### config.mk
export PLATFORM = sky130hd
export DESIGN_NAME = ecpri_resp_sched
export DESIGN_NICKNAME = d
export VERILOG_FILES = /design/src/rtl/ecpri_resp_sched.sv
export SDC_FILE = /design/constraint.sdc
export NUM_CORES = 1
export LEC_CHECK = 0
export ABC_CLOCK_PERIOD_IN_PS = 3500
export BUFFER_PORTS_ARGS = -buffer_cell sky130_fd_sc_hd__buf_2
export CORE_MARGIN = 4
export CORE_UTILIZATION = 39
export CTS_CLUSTER_DIAMETER = 150
export DETAILED_ROUTE_END_ITERATION = 8
export HOLD_SLACK_MARGIN = 0.12
export RECOVER_POWER = 50
export SYNTH_ARGS = -nofsm -noshare
export SYNTH_HDL_FRONTEND = slang
export SYNTH_SLANG_ARGS = --single-unit
### constraint.sdc
create_clock -name clk -period 3.5 [get_ports clk]
set_input_delay 0.35 -clock clk [delete_from_list [all_inputs] [get_ports clk]]
set_output_delay 0.35 -clock clk [all_outputs]
set_load 0.1 [all_outputs]
### src/rtl/ecpri_resp_sched.sv
// ecpri_resp_sched: queues eCPRI write/read response requests and issues them
// one at a time to the tx frame builder over a start/done handshake, with a
// watchdog timeout and drop accounting.
// Optional macro ECPRI_RESP_STATS_EN: enables per-type issued-response counters.
module ecpri_resp_sched #(
    parameter int unsigned DATA_WIDTH     = 8,
    parameter int unsigned QUEUE_DEPTH    = 4,
    parameter int unsigned QPTR_WIDTH     = 2,
    parameter int unsigned TIMEOUT_CYCLES = 255
) (
    input  logic                  clk,
    input  logic                  reset,
    input  logic                  wr_resp_req,
    input  logic                  rd_resp_req,
    input  logic [DATA_WIDTH-1:0] req_len,
    output logic                  tx_start,
    output logic                  tx_resp_type,
    output logic [DATA_WIDTH-1:0] tx_len,
    input  logic                  tx_done,
    output logic [QPTR_WIDTH:0]   q_count,
    output logic                  q_full,
    output logic [7:0]            drop_cnt,
    output logic                  timeout_err,
    output logic [15:0]           wr_issued_cnt,
    output logic [15:0]           rd_issued_cnt
);

    localparam int unsigned CNT_W = QPTR_WIDTH + 1;
    localparam int unsigned TMO_W = $clog2(TIMEOUT_CYCLES + 1);

    typedef struct packed {
        logic                  rtype;
        logic [DATA_WIDTH-1:0] len;
    } entry_t;

    typedef enum logic [1:0] {
        IDLE,
        ISSUE,
        WAIT_DONE,
        GAP
    } state_t;

    entry_t                mem [QUEUE_DEPTH];
    logic [QPTR_WIDTH-1:0] wr_ptr;
    logic [QPTR_WIDTH-1:0] rd_ptr;
    state_t                state;
    logic [TMO_W-1:0]      tmo_cnt;

    logic                  pop_c;
    logic                  rd_acc_c;
    logic                  wr_acc_c;
    logic [CNT_W:0]        free_c;
    logic [1:0]            ndrop_c;
    logic [CNT_W-1:0]      next_count_c;
    logic [8:0]            drop_sum_c;
    entry_t                head_c;

    // Pop/accept decisions; a same-cycle pop frees a slot for the enqueue.
    always_comb begin
        head_c       = mem[rd_ptr];
        pop_c        = (state == IDLE) && (q_count != '0);
        free_c       = (CNT_W+1)'(QUEUE_DEPTH) - (CNT_W+1)'(q_count) + (CNT_W+1)'(pop_c);
        rd_acc_c     = rd_resp_req && (free_c != '0);
        wr_acc_c     = wr_resp_req &&
                       (rd_resp_req ? (free_c >= (CNT_W+1)'(2)) : (free_c != '0));
        ndrop_c      = 2'(rd_resp_req && !rd_acc_c) + 2'(wr_resp_req && !wr_acc_c);
        next_count_c = q_count - CNT_W'(pop_c) + CNT_W'(rd_acc_c) + CNT_W'(wr_acc_c);
        drop_sum_c   = 9'(drop_cnt) + 9'(ndrop_c);
    end

    // Entry storage: read entry lands first, write entry right behind it.
    always_ff @(posedge clk) begin
        if (rd_acc_c) begin
            mem[wr_ptr] <= {1'b1, req_len};
        end
        if (wr_acc_c) begin
            mem[wr_ptr + QPTR_WIDTH'(rd_acc_c)] <= {1'b0, DATA_WIDTH'(0)};
        end
    end

    // Queue pointers, occupancy and saturating drop counter.
    always_ff @(posedge clk) begin
        if (reset) begin
            wr_ptr   <= '0;
            rd_ptr   <= '0;
            q_count  <= '0;
            q_full   <= 1'b0;
            drop_cnt <= '0;
        end else begin
            wr_ptr   <= wr_ptr + QPTR_WIDTH'(rd_acc_c) + QPTR_WIDTH'(wr_acc_c);
            rd_ptr   <= rd_ptr + QPTR_WIDTH'(pop_c);
            q_count  <= next_count_c;
            q_full   <= (next_count_c == CNT_W'(QUEUE_DEPTH));
            drop_cnt <= (drop_sum_c > 9'd255) ? 8'hFF : drop_sum_c[7:0];
        end
    end

    // Issue FSM: pop in IDLE, pulse start in ISSUE, wait for done or timeout, one gap cycle.
    always_ff @(posedge clk) begin
        if (reset) begin
            state        <= IDLE;
            tx_start     <= 1'b0;
            tx_resp_type <= 1'b0;
            tx_len       <= '0;
            tmo_cnt      <= '0;
            timeout_err  <= 1'b0;
        end else begin
            tx_start <= 1'b0;
            case (state)
                IDLE: begin
                    if (pop_c) begin
                        tx_resp_type <= head_c.rtype;
                        tx_len       <= head_c.len;
                        tx_start     <= 1'b1;
                        state        <= ISSUE;
                    end
                end
                ISSUE: begin
                    tmo_cnt <= '0;
                    state   <= WAIT_DONE;
                end
                WAIT_DONE: begin
                    if (tx_done) begin
                        state <= GAP;
                    end else begin
                        tmo_cnt <= tmo_cnt + TMO_W'(1);
                        if (tmo_cnt == TMO_W'(TIMEOUT_CYCLES - 1)) begin
                            timeout_err <= 1'b1;
                            state       <= GAP;
                        end
                    end
                end
                GAP: begin
                    state <= IDLE;
                end
                default: begin
                    state <= IDLE;
                end
            endcase
        end
    end

`ifdef ECPRI_RESP_STATS_EN
    // Per-type issue counters, stepping with the start pulse of each response.
    always_ff @(posedge clk) begin
        if (reset) begin
            wr_issued_cnt <= '0;
            rd_issued_cnt <= '0;
        end else if (pop_c) begin
            if (head_c.rtype) begin
                rd_issued_cnt <= rd_issued_cnt + 16'd1;
            end else begin
                wr_issued_cnt <= wr_issued_cnt + 16'd1;
            end
        end
    end
`else
    assign wr_issued_cnt = '0;
    assign rd_issued_cnt = '0;
`endif

endmodule
---- Yosys cells after proc, flatten, opt, wreduce, memory -nomap -nowiden ----
Memories as Yosys holds them, arrays and structs flattened. A register that Yosys moved wholly into a read port is not among the register bits.
Cells that the tools add are included.
storage, ports and cells
  output and inout port bits .............. 55
  memories ................................ 1
  RAM bits ................................ 36
  register bits after elaboration ......... 28
  word-level logic and storage cells ...... 62
  bits of input ports ..................... 13
operators by class
  magnitude comparators ................... 2
  reductions and logical operators ........ 16
  add/sub/neg operators ................... 11
  bitwise operators ....................... 2
  eq/ne operators ......................... 8
  muxes and demuxes ....................... 13
memory list
  memory  depth  bits a word  rd ports  clocked after Yosys merged registers in  wr ports  RTL line  text
  mem     4      9            1         1                                        2         43        entry_t mem [QUEUE_DEPTH];
operator list
  kind                                                                                  count
  8-bit 2-to-1 mux                                                                      2
  8-bit case mux with 2 select lines                                                    1
  8-bit by 2-bit adder with 9-bit output                                                1
  9-bit by 8-bit greater-than comparator with 1-bit output (second input constant)      1
  8-bit by 1-bit adder with 8-bit output (second input constant)                        1
  8-bit == test (second input constant)                                                 1
  2-bit case mux with 4 select lines                                                    1
  2-bit by 1-bit adder with 2-bit output                                                3
  3-bit by 1-bit adder with 3-bit output                                                2
  1-bit 2-to-1 mux                                                                      6
  2-bit 2-to-1 mux                                                                      3
  2-bit AND reduction                                                                   3
  1-bit logical AND                                                                     5
  4-bit by 1-bit adder with 4-bit output                                                1
  2-bit == test (second input constant)                                                 2
  4-bit by 2-bit greater-or-equal comparator with 1-bit output (second input constant)  1
  2-bit != test (second input constant)                                                 2
  4-bit nonzero test                                                                    1
  3-bit by 3-bit subtractor with 4-bit output (first input constant)                    1
  3-bit == test (second input constant)                                                 1
  3-bit != test (second input constant)                                                 1
  3-bit AND reduction                                                                   1
  3-bit nonzero test                                                                    1
  3-bit by 1-bit subtractor with 3-bit output                                           1
  other kinds (7)                                                                       9

---- Logic depth before layout (Yosys ltp) ----
Gate-level depths: netlist of run 1.
  word-level depth ........................ 12
  depth in mapped cells ................... 18
  mapped depth without buffers ............ 15

---- Least setup slack after synthesis of run 1 ----
OpenSTA, ideal clock, no wires.
  path type ............................... reg-to-reg
  from .................................... register q_count[2]
  to ...................................... register q_full
  clock period less this slack ............ 4177 ps
  path slack .............................. -677 ps
  cell stages (with the launch flop) ...... 16
  data arrival time ....................... 4085 ps
  cell sequence ........................... dfxtp_1 -> nor3_1 -> nand2b_1 -> buf_2 -> ha_1 -> inv_1 -> ha_1 -> nor2_1 -> o21ai_2 -> buf_4 -> nand2_1 -> ha_1 -> inv_1 -> fa_1 -> fa_1 -> nor4_1
between the ends
  word-level cells in the longest chain between the ends .. 8
ends and longest elaborated chain
  item                                                                                                 RTL line  text
  start: declaration                                                                                   20        output logic [QPTR_WIDTH:0] q_count,
  start signal: assignment                                                                             92        q_count <= next_count_c;
  parallel branches: the longest is 6 deep, another holds 3-bit by 3-bit subtractor with 4-bit output  n/a
  3-bit by 1-bit adder with 3-bit output *                                                             67        next_count_c = q_count - CNT_W'(pop_c) + CNT_W'(rd_acc_c) + CNT_W'(wr_acc_c);
  named net next_count_c[1]                                                                            54        logic [CNT_W-1:0] next_count_c;
  3-bit == test *                                                                                      93        q_full <= (next_count_c == CNT_W'(QUEUE_DEPTH));
  end signal: assignment                                                                               93
  end: declaration                                                                                     21        output logic q_full,
Mark *: on every way through the listed nets, which the timed path passes.
A chain may end at the register's enable or synchronous reset.

---- Final worst setup path of run 1 ----
  from .................................... register state[0]
  to ...................................... register q_full
between the ends
  word-level cells in the longest chain between the ends .. 8
ends and longest elaborated chain
  item                                                                                                       RTL line  text
  start: declaration                                                                                         46        state_t state;
  start signal: assignment                                                                                   101       state <= IDLE;
  start signal: assignment                                                                                   115       state <= ISSUE;
  start signal: assignment                                                                                   120       state <= WAIT_DONE;
  2-bit logical NOT *                                                                                        61        pop_c = (state == IDLE) && (q_count != '0);
  1-bit logical AND *                                                                                        61
  4-bit by 1-bit adder with 4-bit output                                                                     62        free_c = (CNT_W+1)'(QUEUE_DEPTH) - (CNT_W+1)'(q_count) + (CNT_W+1)'(pop_c);
  4-bit nonzero test / 4-bit by 2-bit greater-or-equal comparator with 1-bit output (equally long branches)  63, 65
  1-bit logical AND / 1-bit 2-to-1 mux (equally long branches)                                               63, 65
  3-bit by 1-bit adder with 3-bit output / 1-bit logical AND (equally long branches)                         67, 64
  3-bit by 1-bit adder with 3-bit output *                                                                   67
  named net next_count_c[1]                                                                                  54
  3-bit == test *                                                                                            93
Mark *: on every way through the listed nets, which the timed path passes. The rest lies on a longest branch.

==> reports/metrics.cfg, run 1 <==
[clock_network]
clk_pin_slew_ps = 90
clock-sinks = 73
numCtsBuffers = 9
cts_root_buf = clkbuf_8
clock_latency_ps = 360
h-tree-depth = 3
clockBufferDepth = 2
hold_buffers = 0
cts_tree = built

[synth]
synthCells = 415
synth_xor_area_share_pct = 3.06
synth_compound_area_share_pct = 17.6
yosys.area.top_type = dfxtp_1
netlist.area_leader.share_pct = 39.3
ys_seq_elements = 73
yosys_warnings = 0
synth-simple-area-share_pct = 16.6
seq_area_frac_synth_pct = 39.3
synth_edf_count = 0
muxShareOfSynthArea_pct = 5.45
async_flop_share_pct = 0
syn_area_mm2 = 0.00372
syn_avg_cell_area_um2 = 8.97
synth.distinct_cells = 52
synth_top_family_by_area = compound AO/OA/AOI/OAI gates
synthAdderAreaFrac_pct = 6.32
synth_area_leaders = dfxtp_1 (39%), a21oi_1 (6.9%), buf_4 (6.7%)
synth_ff_type = dfxtp_1

[sta]
min_period_over_period_pct = 92.2
tns_ps = 0
hold_violations = 0
rsz0062_at_grt = false
setup_violations = 0
tightest_slew_ps = 1190
clock_skew_ps = 17.9
min_period_ps = 3230
slew_viol_final = 0
fmax_mhz = 310
setup_ws_ps = 274
slew_headroom_pct = 21.2

[layout]
final_nets = 470
diodes = 0
drive_gt1_share_pct = 12.6
seqCellArea_mm2 = 0.00147
fillers = 963
multi_input_area_mm2 = 0.00197
syn_to_final_growth_pct = 7.60

[power]
power_density_mw_per_mm2 = 966
ir_worst_vdd_mv = 0.346
power.total_mw = 3.87
p_leak_nw = 1.53

[placed_design]
dpl.hpwl_um = 5770
gp_congestion = 0.805
portBuffers = 35
place_ws_ps = 168

[route]
wl_per_cell_um = 14.4
first_pass_iters = 5
drt_iter0_markers = 183
drtAntennaViolNets = 0
vias = 2936
drc_errors = 0
vias_per_cell = 5.11
finalWirelength_um = 8280

[die]
row_count = 35
die_h_um = 106
start_util_pct = 40.1
die_x_um = 106
core_mm2 = 0.00928
dieArea_mm2 = 0.0112
ios = 68

[critical_path]
r2r_slack_ps = 270
rr_startpoint = state[0]
cp_max_fo = 4
slowest_stage = fa_1
startpoint_type = flop
crit_arrival_ps = 3480
cp_slowest_stage_delay_ps = 450
crit_buf_inv = 3
cp_common_cell = ha_1
r2r-end = q_full
rr_worst_depth = 14
worstSetupStartpoint = state[0]
path_cells = inv_1, ha_1, nand2b_2, ha_1, inv_1, ha_1, and4b_4, o21ai_4, nand2_1, ha_1, inv_1, fa_1, fa_1, nor4_1
criticalPathCategory = flop to flop
crit_family = adder cells
required_ps = 3760
endpoint_kind = flop

[worst_hold_path]
hp-class = input pin to flop
min_from = req_len[2]
min_path_cells = 3
min_to = mem[1][2]

[global_routing]
grt_use_total_pct = 15.3
antenna_found_initial = 0
grt_max_degree = 33
grt_overflow = 0
grt_pass1_wl_um = 13600
grt_pass1_vias = 2613

[flow_run]
max-cap-violations = 0

[outcome]
status = finished clean

-- worst max path at each step --
stage	cells past startpoint	end	slack, ps
after floorplan	15	q_full	20
after global placement	14	q_full	310
after detailed placement	14	q_full	170
after CTS	14	q_full	130
after global routing	14	q_full	60
final	14	q_full	270
-- report_power, final --
group / internal (mW) / switching [mW]
combinational: 0.593 / 1.40
sequential: 1.08 / 0.171
clock: 0.269 / 0.358
total: 1.94 / 1.93
-- through the flow --
stage	utilization, %	cells	area, um2	hold WS, ps
after floorplan	-	446	3890	422
after global placement	41.5	557	3850	450
after detailed placement	41.5	557	3850	446
after CTS	43.4	573	4030	254
after global routing	43.1	574	4010	253
final	43.1	574	4010	264
-- kinds of logic (layout without fill, tap and decap cells) --
kind of cell             after synthesis  after routing
AO/OA/AOI/OAI                        111            111
other                                  1             32
XOR/XNOR                              13             13
flip-flops                            73             73
buffers and inverters                 68             67
adder cells (fa/ha/maj)               17             17
multiplexers                           9              9
AND/OR/NAND/NOR                      123            123
-- synth_stat cells, drive strengths merged, types with 2 or more instances --
cell type   n
a21oi      53
a31oi       3
and2        3
and3        5
and4        2
buf        46
clkbuf     10
dfxtp      73
fa          3
ha         14
inv        11
mux4        9
nand2      25
nand2b      2
nand3      35
nand3b      2
nor2       29
nor2b       7
nor3        4
nor3b       2
o2111a      2
o2111ai     2
o211a       3
o211ai      4
o21a        2
o21ai      37
xnor2       5
xor2        8
-- cell type report --
| type | instances | area share, % |
|---|---|---|
| Sequential cell | 73 | 36.8 |
| Inverter | 12 | 1.12 |
| Clock inverter | 7 | 1.50 |
| Timing Repair Buffer | 39 | 4.31 |
| Multi-Input combinational cell | 305 | 49.2 |
| Clock buffer | 9 | 3.09 |
| Tap cell | 129 | 4.03 |
-- worst min-delay path: stages --
cell and delay, ps:
buf_2 120, nand3_1 60, a21oi_1 50
-- repair_timing --
action	in CTS	in global routing
resized for setup	0	1
buffers inserted	0	1
setup endpoints to repair	0	2
endpoints found under the hold margin	0	0
-- layer usage --
metal / vias to the layer above / GRT usage [%] / share of wire [%] / routed length [um]
met5: - / 0 / 0 / 0
met4: 0 / 3.89 / 1.0 / 85
met3: 7 / 4.78 / 6.8 / 564
met2: 92 / 22.3 / 45 / 3730
met1: 1383 / 21.9 / 47 / 3900
li1: 1454 / - / - / -
-- placed cells by master (no fill, tap or decap), types with 2 or more instances in the layout --
| cell | Yosys | routed |
|---|---|---|
| dfxtp_1 | 73 | 70 |
| a21oi_1 | 51 | 51 |
| nand3_1 | 35 | 35 |
| o21ai_0 | 32 | 32 |
| conb_1 | 1 | 32 |
| nor2_1 | 29 | 28 |
| nand2_1 | 25 | 25 |
| clkbuf_1 | 9 | 24 |
| ha_1 | 14 | 14 |
| buf_2 | 8 | 12 |
| inv_1 | 10 | 10 |
| mux4_2 | 9 | 9 |
| clkbuf_8 | 0 | 9 |
| xor2_1 | 8 | 8 |
| nor2b_1 | 7 | 7 |
| and3_1 | 5 | 5 |
| xnor2_1 | 5 | 5 |
| o211ai_1 | 4 | 4 |
| o21ai_1 | 4 | 4 |
| and2_1 | 3 | 3 |
| o211a_1 | 3 | 3 |
| a31oi_1 | 3 | 3 |
| nor3_1 | 4 | 3 |
| fa_1 | 3 | 3 |
| inv_6 | 0 | 3 |
| clkinvlp_4 | 0 | 3 |
| buf_4 | 33 | 3 |
| dfxtp_4 | 0 | 3 |
| and4_1 | 2 | 2 |
| o2111ai_1 | 2 | 2 |
| o2111a_1 | 2 | 2 |
| a21oi_2 | 2 | 2 |
| nand3b_1 | 2 | 2 |
-- state kept, by name (all words and copies together), names as in the netlist --
| register | flops |
|---|---|
| drop_cnt | 8 |
| tmo_cnt | 8 |
| state | 2 |
| mem | 36 |
| tx_start | 1 |
| tx_len | 8 |
| q_count | 3 |
| wr_ptr | 2 |
| timeout_err | 1 |
| rd_ptr | 2 |
| tx_resp_type | 1 |
| q_full | 1 |
(Power assumes the default switching activity.)
==> inputs of run 2 (changes only) <==
--- a/config.mk
+++ b/config.mk
@@ -11,8 +11,9 @@
 export CORE_UTILIZATION = 39
 export CTS_CLUSTER_DIAMETER = 150
 export DETAILED_ROUTE_END_ITERATION = 8
+export GPL_TIMING_DRIVEN = 0
 export HOLD_SLACK_MARGIN = 0.12
-export RECOVER_POWER = 50
+export RECOVER_POWER = 100
 export SYNTH_ARGS = -nofsm -noshare
 export SYNTH_HDL_FRONTEND = slang
 export SYNTH_SLANG_ARGS = --single-unit
==> run 2 against run 1 <==
Against the previous run: global-route usage up 0.11 points; critical path type unchanged; largest cell class unchanged; via count rose by 3.9%; first-iteration DRC count fell by 14%; maximum frequency decreased by 0.75%; cell area rose by 11%; register-to-register slack got worse by 20 ps.
==> reports/metrics.cfg, run 2 (synthesized netlist as in run 1, its figures left out) <==
[flow_run]
max-cap-violations = 0  ; unchanged

[clock_network]
cts_tree = built
clock-sinks = 73  ; unchanged
clock_latency_ps = 350  ; about the same
clk_pin_slew_ps = 70  ; -20 ps
cts_root_buf = clkbuf_8
h-tree-depth = 3  ; unchanged
clockBufferDepth = 2  ; unchanged
numCtsBuffers = 9  ; unchanged
hold_buffers = 0  ; unchanged

[critical_path]
required_ps = 3740  ; -20 ps
crit_arrival_ps = 3490  ; about the same
crit_end = q_full
worstSetupStartpoint = q_count[1]
criticalPathCategory = flop to flop
endpoint_kind = flop
cp_max_fo = 4  ; unchanged
r2r_slack_ps = 250  ; -20 ps
startpoint_type = flop
rr_startpoint = q_count[1]
r2r-end = q_full
rr_worst_depth = 15  ; +1

[die]
start_util_pct = 40.1  ; unchanged
core_mm2 = 0.00928  ; unchanged
die_x_um = 106  ; unchanged
ios = 68  ; unchanged
row_count = 35  ; unchanged
die_h_um = 106  ; unchanged
dieArea_mm2 = 0.0112  ; unchanged

[placed_design]
dpl.hpwl_um = 6360  ; +10%
place_ws_ps = -227  ; -395 ps
portBuffers = 34  ; -2.9%
place_inst = 609  ; +9.3%
gp_congestion = 0.830  ; +3.1%

[layout]
largest-register = mem
drive_gt1_share_pct = 20.3  ; +7.7 points
fin_util_pct = 48.0  ; +4.9 points
finalNonFillerCells = 631  ; +9.9%
largest_reg_flops = 36  ; unchanged
diodes = 0  ; unchanged
syn_to_final_growth_pct = 19.8
final_cell_mix = dfxtp_1 (69), a21oi_1 (51), buf_4 (39)
final_nets = 527  ; +12%
layout_commonest_cell = dfxtp_1

[power]
power_density_mw_per_mm2 = 935  ; -3.2%
ir_worst_vdd_mv = 0.311  ; -10%
p_leak_nw = 1.80  ; +18%

[worst_hold_path]
min_path_cells = 2  ; -1
hp-class = input pin to flop

[sta]
fmax_mhz = 308  ; -0.75%
min_period_over_period_pct = 92.9  ; +0.69 points
clock_skew_ps = 12.9  ; -5.02 ps
slew_viol_final = 0  ; unchanged
setup_ws_ps = 250  ; -24.3 ps
min_period_ps = 3250  ; +24.3 ps
slew_headroom_pct = 20.8  ; -0.37 points
rsz0062_at_grt = false
setup_violations = 0  ; unchanged
tightest_slew_ps = 1190  ; +5.63 ps
hold_violations = 0  ; unchanged

[route]
drtAntennaViolNets = 0  ; unchanged
drc_errors = 0  ; unchanged
finalWirelength_um = 8420  ; +1.8%
drt_iter0_markers = 158  ; -14%
vias = 3051  ; +3.9%
vias_per_cell = 4.84  ; -5.5%
first_pass_iters = 4  ; -1
wl_per_cell_um = 13.4  ; -7.4%

[global_routing]
grt_max_degree = 14  ; -58%
grt_overflow = 0  ; unchanged
grt_pass1_vias = 2899  ; +11%
antenna_found_initial = 0  ; unchanged
grt_use_total_pct = 15.4  ; +0.11 points
grt_pass1_wl_um = 14000  ; +2.7%

[outcome]
status = finished clean

run 2: cell count changes in the layout (fill, tap and decap cells not counted), moves of 2 or more:
cell / delta
ha_1: -3
buf_4: +36
buf_6: +5
bufinv_16: +2
clkinvlp_4: -2
clkbuf_1: +14
ha_2: +2
run 2: per-layer routing:
metal | track usage [%] | up-vias | share of wire [%]
met4 | 3.33 | 0 | 0.81
met2 | 25.2 | 66 | 47
met5 | 0 | - | 0
met1 | 20.6 | 1421 | 48
li1 | - | 1557 | -
met3 | 3.74 | 7 | 4.3
run 2: area by class of cell:
cell class                      count  area, um2
Tap cell                          129        161
Sequential cell                    73       1470
Clock inverter                      6       90.1
Buffer                             55        379
Inverter                           12       45.0
Fill cell                         957       4820
Multi-Input combinational cell    305       1990
Timing Repair Buffer               41        194
Clock buffer                       10        128
run 2: worst min path at each step:
stage               startpoint   endpoint  slack, ps
global placement     tx_len[2]  tx_len[2]        440
floorplan                reset  rd_ptr[0]        420
global route             reset  rd_ptr[0]        260
detailed placement   tx_len[1]  tx_len[1]        450
CTS                      reset  rd_ptr[0]        240
finish                   reset  rd_ptr[0]        240
run 2: repair_timing:
item                                    CTS  global route
gates resized for setup                   2             5
setup buffers                             2             5
pin swaps                                 2             2
endpoints found under the setup margin    3             3
hold endpoints to repair                  0             0
run 2: power breakdown:
part	internal [mW]	total (mW)	switching (mW)
combinational	0.756	2.21	1.46
sequential	1.08	1.22	0.142
clock	0.406	0.737	0.331
total	2.24	4.17	1.93
run 2: worst max-delay path, cell delays in order, from the launching register on:
cell and delay [ps]:
dfxtp_4 360, nor3_4 200, nand2b_4 170, ha_2 180, inv_1 50, ha_2 180
and4b_4 220, o21ai_4 160, buf_6 110, nand2_1 60, ha_1 270, inv_1 50
fa_1 400, fa_2 340, xnor2_1 150, nor4_1 260
run 2: per-stage QoR:
stage / hold WS, ps / setup TNS (ps) / total power, mW / area (um2)
floorplan: 422 / 0 / 2.98 / 3890
finish: 244 / 0 / 4.17 / 4460
detailed placement: 447 / -520 / 3.38 / 4220
CTS: 239 / 0 / 4.15 / 4460
global route: 265 / 0 / 4.46 / 4460
global placement: 445 / -411 / 3.36 / 4220
==> inputs of run 3 (changes only) <==
--- a/config.mk
+++ b/config.mk
@@ -5,12 +5,13 @@
 export SDC_FILE = /design/constraint.sdc
 export NUM_CORES = 1
 export LEC_CHECK = 0
-export ABC_CLOCK_PERIOD_IN_PS = 3500
-export BUFFER_PORTS_ARGS = -buffer_cell sky130_fd_sc_hd__buf_2
+export ABC_CLOCK_PERIOD_IN_PS = 3200
+export BUFFER_PORTS_ARGS = -buffer_cell sky130_fd_sc_hd__buf_4
 export CORE_MARGIN = 4
 export CORE_UTILIZATION = 39
 export CTS_CLUSTER_DIAMETER = 150
 export DETAILED_ROUTE_END_ITERATION = 8
+export GPL_ROUTABILITY_DRIVEN = 0
 export GPL_TIMING_DRIVEN = 0
 export HOLD_SLACK_MARGIN = 0.12
 export RECOVER_POWER = 100
==> constraint.sdc (replaced) <==
create_clock -name clk -period 3.2 [get_ports clk]
set_input_delay 0.32 -clock clk [delete_from_list [all_inputs] [get_ports clk]]
set_output_delay 0.32 -clock clk [all_outputs]
set_load 0.1 [all_outputs]
==> run 3 against run 2 <==
Against the previous run: sequential power up 9%; clock power up 0.9%; sequential share of layout area down 0.82 points; combinational power up 18%; power up 12%; critical path depth unchanged; highest routed layer unchanged.
==> reports/metrics.cfg, run 3 (synthesized netlist as in run 1, its figures left out) <==
[outcome]
status = finished clean

[critical_path]
cp_common_cell = ha_4
rr_worst_depth = 15  ; unchanged
startpoint_type = flop
cp_max_fo = 5  ; +1
cp_slowest_stage_delay_ps = 430  ; +30 ps
endpoint_kind = flop
rr_startpoint = q_count[0]
criticalPathCategory = flop to flop
path_cells = nor3_4, nand2b_4, buf_8, ha_4, inv_2, ha_4, and4b_4, o21ai_4, buf_6, nand2_4, ha_4, inv_2, fa_2, fa_2, nor4_2
required_ps = 3460  ; -280 ps
r2r_slack_ps = 130  ; -120 ps
slowest_stage = fa_2
r2r-end = q_full
crit_arrival_ps = 3330  ; -160 ps

[sta]
setup_violations = 0  ; unchanged
min_period_over_period_pct = 96.0  ; +3.1 points
tightest_slew_ps = 1180  ; -13.9 ps
fmax_mhz = 326  ; +5.9%
hold_violations = 0  ; unchanged
rsz0062_at_grt = true
min_period_ps = 3070  ; -180 ps
slew_viol_final = 0  ; unchanged
hold_ws_ps = 186  ; -57.1 ps
slew_headroom_pct = 21.7  ; +0.92 points
clock_skew_ps = 7.70  ; -5.18 ps

[global_routing]
grt_pass1_vias = 2905  ; +0.21%
grt_overflow = 0  ; unchanged
grt_max_degree = 13  ; -1
grt_use_total_pct = 15.8  ; +0.40 points
grt_pass1_wl_um = 14400  ; +3.1%
antenna_found_initial = 0  ; unchanged

[flow_run]
max-cap-violations = 0  ; unchanged

[clock_network]
cts_tree = built
h-tree-depth = 3  ; unchanged
numCtsBuffers = 9  ; unchanged
cts_root_buf = clkbuf_8
clock_latency_ps = 340  ; about the same
hold_buffers = 0  ; unchanged
clock-sinks = 73  ; unchanged
clk_pin_slew_ps = 80  ; about the same
clockBufferDepth = 2  ; unchanged

[power]
p_leak_nw = 1.85  ; +2.4%
power_density_mw_per_mm2 = 1030  ; +9.7%
ir_worst_vdd_mv = 0.440  ; +41%
power.total_mw = 4.69  ; +12%

[layout]
multi_input_area_mm2 = 0.00206  ; +3.7%
finalNonFillerCells = 632  ; +0.16%
diodes = 0  ; unchanged
final_area_mm2 = 0.00457  ; +2.6%
largest_reg_flops = 36  ; unchanged
final_cell_mix = dfxtp_1 (69), a21oi_1 (51), buf_4 (51)
layout_commonest_cell = dfxtp_1
drive_gt1_share_pct = 23.3  ; +2.9 points
syn_to_final_growth_pct = 22.9
seqCellArea_mm2 = 0.00147  ; unchanged
largest-register = mem
fillers = 916  ; -4.3%
final_nets = 529  ; +0.38%
fin_util_pct = 49.3  ; +1.2 points

[worst_hold_path]
min_from = reset
min_path_cells = 2  ; unchanged
hp-class = input pin to flop
min_to = rd_ptr[0]

[die]
ios = 68  ; unchanged
die_x_um = 106  ; unchanged
row_count = 35  ; unchanged
core_mm2 = 0.00928  ; unchanged
die_h_um = 106  ; unchanged
dieArea_mm2 = 0.0112  ; unchanged
start_util_pct = 40.1  ; unchanged

[placed_design]
dpl.hpwl_um = 6460  ; +1.6%
place_inst = 609  ; unchanged
portBuffers = 34  ; unchanged
placed_area_mm2 = 0.00436  ; +3.4%

[route]
drt_iter0_markers = 257  ; +63%
first_pass_iters = 4  ; unchanged
vias_per_cell = 4.81  ; -0.42%
drt-met1-wl_um = 3930  ; -3.1%
vias = 3043  ; -0.26%
finalWirelength_um = 8500  ; +0.91%
routed.top_layer = met4
drtAntennaViolNets = 0  ; unchanged
routed-wl-met2_um = 3990  ; +1.2%
wl_per_cell_um = 13.5  ; +0.75%
drc_errors = 0  ; unchanged
wl_met3_um = 501  ; +39%

[run 3: cell count changes in the layout (fill, tap and decap cells not counted), moves of 3 or more]
cell / previous run / this run
clkbuf_1: 38 / 34
buf_4: 39 / 51
inv_1: 10 / 7
ha_4: 1 / 4
inv_2: 1 / 4
buf_2: 13 / 6
[run 3: worst max-delay path by stage]
| stage | start | endpoint | slack [ps] | cells after the start |
|---|---|---|---|---|
| 2_1_floorplan | q_count[0] | q_full | -90 | 15 |
| 3_3_place_gp | q_count[0] | q_full | -260 | 15 |
| 3_5_place_dp | state[0] | q_full | -280 | 16 |
| 4_1_cts | q_count[0] | q_full | 30 | 15 |
| 5_1_grt | q_count[0] | q_full | -20 | 15 |
| 6_report | q_count[0] | q_full | 130 | 15 |
[run 3: critical path, delay by kind of cell (launching register included)]
family	cells	cell delay [ps]
AO/OA/AOI/OAI	1	140
adder cells (fa/ha/maj)	5	1290
buffers and inverters	4	310
flip-flops	1	350
AND/OR/NAND/NOR	5	890
[run 3: per-layer routing]
metal / track usage (%) / vias to the layer above
met5: 0 / -
met4: 3.89 / 0
met3: 3.55 / 10
met2: 25.1 / 85
met1: 21.8 / 1389
li1: - / 1559
[run 3: layout make-up]
cell class                 instances  area share, %
buffer                            56           8.73
clock buffer                      11           3.34
clock inverter                     4           1.12
inverter                          12          0.985
multi-input combinational        305           45.1
sequential                        73           32.2
tap                              129           3.53
timing repair buffer              42           5.01
[run 3: repair_timing]
item / in CTS / in global routing
resized for setup: 4 / 4
endpoints found under the setup margin: 4 / 11
pin swaps: 4 / 3
setup buffers: 2 / 6
[run 3: power breakdown]
| part | switching, mW | total [mW] | internal, mW |
|---|---|---|---|
| clock | 0.341 | 0.744 | 0.404 |
| sequential | 0.154 | 1.33 | 1.18 |
| combinational | 1.67 | 2.61 | 0.948 |
| total | 2.16 | 4.69 | 2.53 |
[run 3: stage by stage]
stage	setup slack, ps	TNS [ps]
final	129	0
after global routing	-21.9	-21.9
after CTS	33.3	0
after detailed placement	-279	-730
after global placement	-260	-629
after floorplan	-88.6	-178
